### src/rtl/vga_sprite_mixer.sv
// Two-stage sprite compositor: N_SPR solid rectangles over the background, fixed
// priority (sprite 0 on top), positions double-buffered on vsync rise, per-frame collisions.
module vga_sprite_mixer #(
  parameter int unsigned N_SPR = 4,
  parameter int unsigned SPR_W = 32,
  parameter int unsigned SPR_H = 32
) (
  input  logic                 pclk,
  input  logic                 rst_n,
  input  logic [10:0]          hcount_in,
  input  logic [10:0]          vcount_in,
  input  logic                 hsync_in,
  input  logic                 vsync_in,
  input  logic                 hblnk_in,
  input  logic                 vblnk_in,
  input  logic [11:0]          rgb_in,
  input  logic [12*N_SPR-1:0]  xpos,
  input  logic [12*N_SPR-1:0]  ypos,
  input  logic [12*N_SPR-1:0]  colour,
  input  logic [N_SPR-1:0]     enable,
  output logic [10:0]          hcount_out,
  output logic [10:0]          vcount_out,
  output logic                 hsync_out,
  output logic                 vsync_out,
  output logic                 hblnk_out,
  output logic                 vblnk_out,
  output logic [11:0]          rgb_out,
  output logic [N_SPR-1:0]     collision,
  output logic                 frame_tick
);

  logic                vs_prev_q, vs_prev_d;
  logic [12*N_SPR-1:0] x_act_q, x_act_d, y_act_q, y_act_d, col_act_q, col_act_d;
  logic [N_SPR-1:0]    en_act_q, en_act_d;

  logic [N_SPR-1:0]    hit_q, hit_d;
  logic [11:0]         rgb1_q, rgb1_d;
  logic [10:0]         hc1_q, hc1_d, vc1_q, vc1_d;
  logic                hs1_q, hs1_d, vs1_q, vs1_d, hb1_q, hb1_d, vb1_q, vb1_d;
  logic                blank1_q, blank1_d;

  logic [10:0]         hc2_q, hc2_d, vc2_q, vc2_d;
  logic                hs2_q, hs2_d, vs2_q, vs2_d, hb2_q, hb2_d, vb2_q, vb2_d;
  logic [11:0]         rgb2_q, rgb2_d;

  logic [N_SPR-1:0]    acc_q, acc_d, coll_q, coll_d;
  logic                tick_q, tick_d;

  logic                vs_rise;
  logic                blank_now;
  logic [3:0]          hit_cnt;
  logic [N_SPR-1:0]    acc_next;
  logic                found;
  logic [11:0]         pix;

  always_comb begin
    vs_rise   = vsync_in & ~vs_prev_q;
    blank_now = hblnk_in | vblnk_in;
    vs_prev_d = vsync_in;

    // Zero-extended to 13 bits so x + SPR_W cannot wrap back into the visible range.
    hit_d   = '0;
    hit_cnt = '0;
    for (int unsigned i = 0; i < N_SPR; i++) begin
      hit_d[i] = en_act_q[i]
        & ({2'b00, hcount_in} >= {1'b0, x_act_q[12*i +: 12]})
        & ({2'b00, hcount_in} <  ({1'b0, x_act_q[12*i +: 12]} + 13'(SPR_W)))
        & ({2'b00, vcount_in} >= {1'b0, y_act_q[12*i +: 12]})
        & ({2'b00, vcount_in} <  ({1'b0, y_act_q[12*i +: 12]} + 13'(SPR_H)));
      hit_cnt = hit_cnt + 4'(hit_d[i]);
    end

    rgb1_d   = rgb_in;
    hc1_d    = hcount_in;
    vc1_d    = vcount_in;
    hs1_d    = hsync_in;
    vs1_d    = vsync_in;
    hb1_d    = hblnk_in;
    vb1_d    = vblnk_in;
    blank1_d = blank_now;

    found = 1'b0;
    pix   = rgb1_q;
    for (int unsigned i = 0; i < N_SPR; i++) begin
      if (hit_q[i] && !found) begin
        pix   = col_act_q[12*i +: 12];
        found = 1'b1;
      end
    end
    rgb2_d = blank1_q ? '0 : pix;
    hc2_d  = hc1_q;
    vc2_d  = vc1_q;
    hs2_d  = hs1_q;
    vs2_d  = vs1_q;
    hb2_d  = hb1_q;
    vb2_d  = vb1_q;

    acc_next = acc_q | ((!blank_now && hit_cnt >= 4'd2) ? hit_d : '0);
    acc_d    = acc_next;
    coll_d   = coll_q;
    tick_d   = vs_rise;

    x_act_d   = x_act_q;
    y_act_d   = y_act_q;
    col_act_d = col_act_q;
    en_act_d  = en_act_q;
    if (vs_rise) begin
      coll_d    = acc_next;
      acc_d     = '0;
      x_act_d   = xpos;
      y_act_d   = ypos;
      col_act_d = colour;
      en_act_d  = enable;
    end
  end

  always_ff @(posedge pclk or negedge rst_n) begin
    if (!rst_n) begin
      vs_prev_q <= 1'b0;
      x_act_q   <= '0;
      y_act_q   <= '0;
      col_act_q <= '0;
      en_act_q  <= '0;
      hit_q     <= '0;
      rgb1_q    <= '0;
      hc1_q     <= '0;
      vc1_q     <= '0;
      hs1_q     <= 1'b0;
      vs1_q     <= 1'b0;
      hb1_q     <= 1'b0;
      vb1_q     <= 1'b0;
      blank1_q  <= 1'b0;
      hc2_q     <= '0;
      vc2_q     <= '0;
      hs2_q     <= 1'b0;
      vs2_q     <= 1'b0;
      hb2_q     <= 1'b0;
      vb2_q     <= 1'b0;
      rgb2_q    <= '0;
      acc_q     <= '0;
      coll_q    <= '0;
      tick_q    <= 1'b0;
    end else begin
      vs_prev_q <= vs_prev_d;
      x_act_q   <= x_act_d;
      y_act_q   <= y_act_d;
      col_act_q <= col_act_d;
      en_act_q  <= en_act_d;
      hit_q     <= hit_d;
      rgb1_q    <= rgb1_d;
      hc1_q     <= hc1_d;
      vc1_q     <= vc1_d;
      hs1_q     <= hs1_d;
      vs1_q     <= vs1_d;
      hb1_q     <= hb1_d;
      vb1_q     <= vb1_d;
      blank1_q  <= blank1_d;
      hc2_q     <= hc2_d;
      vc2_q     <= vc2_d;
      hs2_q     <= hs2_d;
      vs2_q     <= vs2_d;
      hb2_q     <= hb2_d;
      vb2_q     <= vb2_d;
      rgb2_q    <= rgb2_d;
      acc_q     <= acc_d;
      coll_q    <= coll_d;
      tick_q    <= tick_d;
    end
  end

  assign hcount_out = hc2_q;
  assign vcount_out = vc2_q;
  assign hsync_out  = hs2_q;
  assign vsync_out  = vs2_q;
  assign hblnk_out  = hb2_q;
  assign vblnk_out  = vb2_q;
  assign rgb_out    = rgb2_q;
  assign collision  = coll_q;
  assign frame_tick = tick_q;

endmodule

### config.mk
export PLATFORM = sky130hd
export DESIGN_NAME = vga_sprite_mixer
export DESIGN_NICKNAME = d
export VERILOG_FILES = /design/src/rtl/vga_sprite_mixer.sv
export SDC_FILE = /design/constraint.sdc
export NUM_CORES = 1
export LEC_CHECK = 0
export BUFFER_PORTS_ARGS = -buffer_cell sky130_fd_sc_hd__buf_2
export CORE_MARGIN = 8
export CORE_UTILIZATION = 45
export CTS_CLUSTER_DIAMETER = 40
export CTS_CLUSTER_SIZE = 25
export DETAILED_ROUTE_END_ITERATION = 8
export GPL_ROUTABILITY_DRIVEN = 0
export GPL_TIMING_DRIVEN = 1
export PLACE_DENSITY = 0.79
export SYNTH_ARGS = -nofsm -noshare
export SYNTH_HDL_FRONTEND = slang
export SYNTH_SLANG_ARGS = --single-unit
export TNS_END_PERCENT = 50
### constraint.sdc
create_clock -name pclk -period 3.8 [get_ports pclk]
set_input_delay 0.76 -clock pclk [delete_from_list [all_inputs] [get_ports pclk]]
set_output_delay 0.76 -clock pclk [all_outputs]
set_load 0.005 [all_outputs]
* Word-level counts from Yosys, hierarchy flattened
Index checks and enable logic that the tools add are counted.
Cells by class: $add $sub $neg 11, $lt $le $gt $ge 17, mux-type cells 10, bitwise logic cells 20, reductions and logical operators 8
Operator list (count):
- $add A12 B6 Y13 const B | 8
- $lt A11 B13 Y1 | 8
- $ge A11 B12 Y1 | 8
- $mux W12 | 5
- $and A1 B1 Y1 | 17
- $mux W4 | 2
- $add A3 B1 Y4 | 1
- $ge A4 B2 Y1 const B | 1
- $logic_and A1 B1 Y1 | 4
- $logic_not A1 Y1 | 4
- $or A4 B4 Y4 | 1
- $add A2 B1 Y3 | 1
- $mux W1 | 3
- $add A1 B1 Y2 | 1
- $not A1 Y1 | 1
- $or A1 B1 Y1 | 1
Storage, ports and cells: register bits after elaboration 238, output and inout port bits 43

* Longest topological paths before layout
Gate-level depths: netlist of run 1.
depth after elaboration 13, mapped depth 15, mapped depth without buffers 15

* Worst setup path before layout of run 1
No wires, ideal clock.
kind input to register, start point in hcount_in[6], end point reg coll_q[0], in the netlist collision[0], arrival time 3313 ps, data required time 3663 ps, slack 350 ps, cell stages on the path 13, buffers on the path 0, cells stage by stage ha_1 a211oi_2 o21bai_1 a21oi_1 nor2b_1 o31a_1 or4_4 inv_1 fa_1 o311ai_1 nor4_1 o21bai_1 o31ai_1
RTL lines:
- from (decl) | RTL line 10 | input logic [10:0] hcount_in,
- $ge A11 B12 Y1 | RTL line 66 | & ({2'b00, hcount_in} >= {1'b0, x_act_q[12*i +: 12]})
- $and A1 B1 Y1 | RTL line 66
- $and A1 B1 Y1 (*) | RTL line 67 | & ({2'b00, hcount_in} < ({1'b0, x_act_q[12*i +: 12]} + 13'(SPR_W)))
- $and A1 B1 Y1 (*) | RTL line 68 | & ({2'b00, vcount_in} >= {1'b0, y_act_q[12*i +: 12]})
- $and A1 B1 Y1 (*) | RTL line 69 | & ({2'b00, vcount_in} < ({1'b0, y_act_q[12*i +: 12]} + 13'(SPR_H)));
- net hit_d[3] | RTL line 36 | logic [N_SPR-1:0] hit_q, hit_d;
- $add A3 B1 Y4 (*) | RTL line 70 | hit_cnt = hit_cnt + 4'(hit_d[i]);
- $ge A4 B2 Y1 (*) | RTL line 98 | acc_next = acc_q | ((!blank_now && hit_cnt >= 4'd2) ? hit_d : '0);
- $logic_and A1 B1 Y1 (*) | RTL line 98
- $mux W4 (*) | RTL line 98
- $or A4 B4 Y4 (*) | RTL line 98
- to (signal assigned) | RTL line 166 | coll_q <= coll_d;
- to (decl) | RTL line 46 | logic [N_SPR-1:0] acc_q, acc_d, coll_q, coll_d;
Mark *: on every way through the listed nets, which the timed path passes. The rest lies on a longest branch. A chain may end at the register's enable or synchronous reset.

* Worst setup path after layout of run 1
start point reg x_act_q[41], end point reg coll_q[0], in the netlist collision[0]
Between the ends: longest elaborated chain between the ends 10
Ends and longest elaborated chain:
- from (decl) | RTL line 33 | logic [12*N_SPR-1:0] x_act_q, x_act_d, y_act_q, y_act_d, col_act_q, col_act_d;
- from (signal assigned) | RTL line 145 | x_act_q <= x_act_d;
- $add A12 B6 Y13 or $ge A11 B12 Y1 (tied branches) | RTL line 67, 66
- $lt A11 B13 Y1 or $and A1 B1 Y1 (tied branches) | RTL line 67, 66
- $and A1 B1 Y1 (*) | RTL line 67
- $and A1 B1 Y1 (*) | RTL line 68
- $and A1 B1 Y1 (*) | RTL line 69
- net hit_d[3] | RTL line 36
- $add A3 B1 Y4 (*) | RTL line 70
- $ge A4 B2 Y1 (*) | RTL line 98
- $logic_and A1 B1 Y1 (*) | RTL line 98
- $mux W4 (*) | RTL line 98
- $or A4 B4 Y4 (*) | RTL line 98
Marked as above.

==> results_dict.tcl, run 1 <==
set metrics [dict create \
    fin_util_pct 56.7 \
    clock.fmax_mhz 274 \
    grt_use_total_pct 20.5 \
    drv_slew 0 \
    fp.dieArea_um2 33100 \
    die_y_um 182 \
    fin_skew_ns 0.0142 \
    grt_pass1_wl_um 55400 \
    synth_top_cell_by_area "dfrtp_1" \
    h-tree-depth 2 \
    cp_top_family "adder cells" \
    grt_max_degree 93 \
    routed_wl_um 34500 \
    core_um2 27000 \
    p_leak_nw 7.67 \
    yosysSeqAreaShare_pct 48.1 \
    viasPerCell 5.37 \
    crit_path_top_delay_cell "or4_4" \
    wl_per_cell_um 17.9 \
    yosysMostFrequentCell "nand2_1" \
    synth_cell_types 62 \
    start_util_pct 45.9 \
    clk_pin_slew_worst_paths_ns 0.06 \
    clk_latency_ns 0.50 \
    netlist_top_cells_count "nand2_1 (324), dfrtp_1 (238), ha_1 (144), o21ai_0 (117), inv_1 (94)" \
    yosys-top-cells-area "dfrtp_1 (48%), ha_1 (15%), nand2_1 (9.8%)" \
    die_width_um 182 \
    detail-route-antenna-nets 0 \
    drc 0 \
    synth_seq_cells 238 \
    path_cells "ha_2 > inv_1 > ha_1 > a211oi_2 > o21bai_1 > a21oi_1 > nor2b_1 > o31a_1 > or4_4 > inv_2 > fa_1 > o311ai_1 > nor4_1 > o21bai_2 > buf_4 > o31ai_2" \
    path_class "reg -> reg" \
    drt_iter0_markers 608 \
    cts_buffers 36 \
    synth_warnings 0 \
    synthCells 1311 \
    ir_worst_vdd_v 0.000310 \
    required_ns 4.16 \
    power_density_nw_per_um2 492 \
    synth_top_area_share_pct 48.1 \
    critPathArrivalTime_ns 4.01 \
    dr_total_vias 10400 \
    num_rows 60 \
    timing.setup.tns_ns 0 \
    cts_buffer_depth 3 \
    min_path_type "in -> async" \
    crit_fanout 4 \
    fin_area_um2 15300 \
    critPathLaunchType "register" \
    fill_cells 2336 \
    cp-end-kind "register" \
    finalSetupViolCount 0 \
    synth_nets 1644 \
    status "finished, final reports clean" \
    period_share_pct 96.1 \
    async_reset_ff_share_pct 100 \
    overflow 0 \
    syn_avg_cell_area_um2 9.44 \
    nets 1897 \
    max-slew-margin-rel_pct 40.5 \
    max_cap_violations 0 \
    drt_pass1_iterations 5 \
    ys.flop_type "dfrtp_1" \
    hold_slack_ns 0.282 \
    hold_viol 0 \
    clock-sinks 238 \
    cts_tree "done" \
    cts_hold_buf 0 \
    synth_edf_count 0 \
    ctsRootBufferMaster "clkbuf_16" \
    layout-drive-gt1-share_pct 21.1 \
    ios 231 \
    antenna_found_initial 0 \
    syn-cell-area_um2 12400 \
    io_buffers 230 \
    crit_buf_inv 3 \
    tightestPinTransition_ns 0.893 \
    postPlaceCellArea_um2 14000 \
    period_minus_slack_ns 3.65 \
    cpPeakStageDelay_ns 0.55 \
    area_growth_pct 23.4 \
    grt_pass1_vias 10900 \
    dp_hpwl_um 25700 \
]
-- kinds of logic (layout without fill, tap and decap cells) --
kind of cell	count (synthesis)	in the layout	share of synthesized area [%]
flops	238	238	48.1
xor+xnor	32	32	2.26
simple gates	467	467	16.1
compound gates	272	272	13.2
fa+ha+maj	145	145	14.7
other cells	0	1	0
mux	17	17	1.37
buf+inv	140	419	4.25
-- worst paths after layout --
kind / depth (start not counted) / from / slack [ns] / endpoint
min in group pclk: 0 / vc1_q[10] / 0.35 / vcount_out[10]
max: 16 / x_act_q[41] / 0.15 / collision[0]
max reg2reg: 16 / x_act_q[41] / 0.15 / collision[0]
min: 1 / rst_n / 0.28 / hcount_out[9]
min reg2reg: 0 / vc1_q[10] / 0.35 / vcount_out[10]
max in group asynchronous: 2 / rst_n / 2.61 / col_act_q[41]
-- where the power goes --
group / switching (mW) / total [mW] / internal (mW)
registers: 0.155 / 2.94 / 2.78
logic: 0.801 / 1.39 / 0.589
clock network: 1.22 / 3.19 / 1.98
-- sequential cells by signal (all words and copies together), names as in the netlist, 11 cells and up --
register,flops
x_act_q,48
vcount_out,11
rgb1_q,12
hcount_out,11
rgb_out,12
col_act_q,48
y_act_q,48
vc1_q,11
hc1_q,11
-- layer usage --
metal	vias to the layer above	track usage, %	wire (µm)
met5	-	0	0
li1	4997	-	-
met2	366	33.7	16100
met1	4945	26.0	15100
met4	0	7.48	1050
met3	74	4.79	2270
-- cells in the final DEF (no fill, tap or decap), types with 5 or more instances in the layout --
cell type  count
a211oi_1       6
a21o_1         7
a21oi_1       49
and4b_1        7
buf_2        229
buf_4         28
clkbuf_16     37
clkbuf_8       5
clkinv_2       6
dfrtp_1      238
ha_1         143
inv_1         93
mux2i_1       17
nand2_1      324
nand2b_1       8
nand3_1       35
nor2_1        49
nor2b_1        7
nor3_1         9
o2111ai_1      6
o211ai_1      18
o21a_1         9
o21ai_0      116
o21ai_1       16
o31ai_1        7
xnor2_1       32
-- cell type report --
type                            instances  area [µm²]  share of cell area, %
Tap cell                              341         427                   2.79
Inverter                               95         362                   2.37
Clock buffer                           45        1010                   6.59
Clock inverter                         19         173                   1.13
Multi-Input combinational cell        933        5940                   38.9
Timing Repair Buffer                  260        1410                   9.24
Sequential cell                       238        5960                   39.0
Antenna cell                            1        2.50                 0.0164
-- what timing repair did --
| item | CTS | global route |
|---|---|---|
| pin swaps | 0 | 6 |
| gates cloned | 0 | 0 |
| resized for setup | 1 | 8 |
| endpoints found under the setup margin | 6 | 8 |
| setup buffers | 0 | 5 |
-- metrics by stage --
stage                     power, mW  worst slack [ns]  cells
after global placement         4.26           -0.0197   1862
after global routing           7.91           -0.0176   1931
final                          7.52             0.147   1932
after floorplan                3.80             0.350   1311
after detailed placement       4.34            -0.162   1862
after CTS                      7.58            0.0373   1926
Power figures use the tool's default switching activity.
==> inputs of run 2 (changes only) <==
- CELL_PAD_IN_SITES_DETAIL_PLACEMENT: unset -> 1
- CELL_PAD_IN_SITES_GLOBAL_PLACEMENT: unset -> 2
- CORE_UTILIZATION: 45 -> 34
- PLACE_DENSITY: 0.79 -> 0.91
==> run 2 against run 1 <==
Cell area rose by 4.1%. Register-to-register slack barely moved. Setup slack got worse by 0.0030 ns. Critical path depth unchanged. Hold slack lost 0.16 ns. Fmax about the same. Largest cell class is now multi-input combinational cells.
==> results_dict.tcl, run 2 (synthesis gave the netlist of run 1 again) <==
set metrics [dict create \
    tightestPinTransition_ns 1.02 \
    hold_slack_ns 0.125 \
    timing.setup.tns_ns 0 \
    cpMostUsedCell "ha_1" \
    crit_path_top_delay_cell "or4_4" \
    power_density_nw_per_um2 522 \
    critPathArrivalTime_ns 4.03 \
    fin_skew_ns 0.0133 \
    die_width_um 207 \
    detail-route-antenna-nets 0 \
    antenna_found_initial 2 \
    cp-end-kind "register" \
    clock-sinks 238 \
    max-slew-margin-rel_pct 32.1 \
    drt_pass1_iterations 4 \
    p_leak_nw 7.90 \
    fp.dieArea_um2 42800 \
    period_minus_slack_ns 3.66 \
    drc 0 \
    min_path_type "in -> async" \
    path_class "reg -> reg" \
    cp_top_family "compound AO/OA/AOI/OAI gates" \
    clk_latency_ns 0.54 \
    ios 231 \
    period_share_pct 96.2 \
    status "finished, final reports clean" \
    layout-drive-gt1-share_pct 22.5 \
    reg2reg_slack_ns 0.14 \
    core_um2 36300 \
    crit_fanout 6 \
    dr_total_vias 10400 \
    nets 1917 \
    hold_viol 0 \
    r2r_start "x_act_q[42]" \
    crit_buf_inv 2 \
    fin_cells 2085 \
    required_ns 4.18 \
    path_cells "ha_1 > xnor2_1 > ha_1 > o21ai_1 > o21bai_1 > a21oi_1 > nor2b_1 > o31a_1 > or4_4 > inv_4 > fa_1 > o311ai_1 > nor4_1 > o21bai_2 > buf_4 > o31ai_1" \
    fill_cells 4212 \
    cts_buffers 43 \
    drv_slew 0 \
    layout_commonest_cell "nand2_1" \
    routed_wl_um 40000 \
    dp_hpwl_um 29800 \
    rr_worst_depth 16 \
    drt_iter0_markers 457 \
    grt_pass1_vias 11800 \
    wl_per_cell_um 19.2 \
    grt_pass1_wl_um 63700 \
    cts_hold_buf 0 \
    max_cap_violations 0 \
    h-tree-depth 2 \
    reg2reg_to "collision[3]" \
    grt_use_total_pct 19.0 \
    cts_tree "done" \
    cts_buffer_depth 3 \
    cpPeakStageDelay_ns 0.53 \
    clk_pin_slew_worst_paths_ns 0.05 \
    io_buffers 230 \
    grt_max_degree 99 \
    clock.fmax_mhz 274 \
    final_cell_mix "nand2_1 (324), dfrtp_1 (238), buf_2 (229)" \
    critPathLaunchType "register" \
    ir_worst_vdd_v 0.000319 \
    finalSetupViolCount 0 \
    ctsRootBufferMaster "clkbuf_16" \
    area_growth_pct 28.4 \
    start_util_pct 34.1 \
    die_y_um 207 \
    num_rows 70 \
    post-place-cells 2004 \
    viasPerCell 5.00 \
    overflow 0 \
    top_regs "col_act_q: 48 flops, x_act_q: 48 flops, y_act_q: 48 flops" \
]
[run 2: cell count changes in the layout (fill, tap and decap cells not counted), sizes merged]
cell	before	now
clkbuf	45	56
bufinv	1	5
buf	260	273
clkinv	10	8
[run 2: how the worst max path moves through the flow]
stage / start / endpoint / cells past startpoint
3_5_place_dp: hcount_in[7] / acc_q[0] / 14
6_report: x_act_q[42] / collision[3] / 16
2_1_floorplan: hcount_in[6] / collision[0] / 13
5_1_grt: x_act_q[2] / collision[3] / 15
3_3_place_gp: hcount_in[1] / collision[1] / 14
4_1_cts: x_act_q[42] / acc_q[0] / 15
[run 2: area by class of cell]
type | count | area, µm² | area share [%]
diodes | 1 | 2.50 | 0.0157
clock buffers | 56 | 1190 | 7.52
clock inverters | 21 | 270 | 1.70
inverters | 95 | 364 | 2.29
multi-input cells | 933 | 5970 | 37.6
flip-flops and latches | 238 | 5960 | 37.5
well taps | 468 | 586 | 3.68
repair buffers | 273 | 1550 | 9.73
[run 2: stage by stage]
step | total power [mW] | util, % | instance area (µm²) | setup slack (ns)
floorplan | 3.80 | - | 12400 | 0.350
global placement | 4.33 | 39.5 | 14300 | -0.0800
detailed placement | 4.42 | 39.5 | 14300 | -0.191
CTS | 8.39 | 43.6 | 15800 | 0.0870
global route | 8.74 | 43.8 | 15900 | -0.0416
finish | 8.30 | 43.8 | 15900 | 0.144
[run 2: what timing repair did]
item	4_1_cts	5_1_grt
setup buffers	0	3
gates resized for setup	1	19
hold endpoints to repair	0	0
endpoints found under the setup margin	6	8
pin swaps	0	9
[run 2: power breakdown]
group	internal, mW	leakage (nW)	switching, mW
clock	2.56	0.720	1.34
combinational	0.616	4.26	0.839
sequential	2.78	2.92	0.161
[run 2: metal layers]
metal	vias to the layer above	global-route usage, %	part of all wire (%)
li1	5030	-	-
met4	0	6.74	2.5
met3	47	3.53	4.8
met2	216	32.3	48
met5	-	0	0
met1	5125	23.9	45
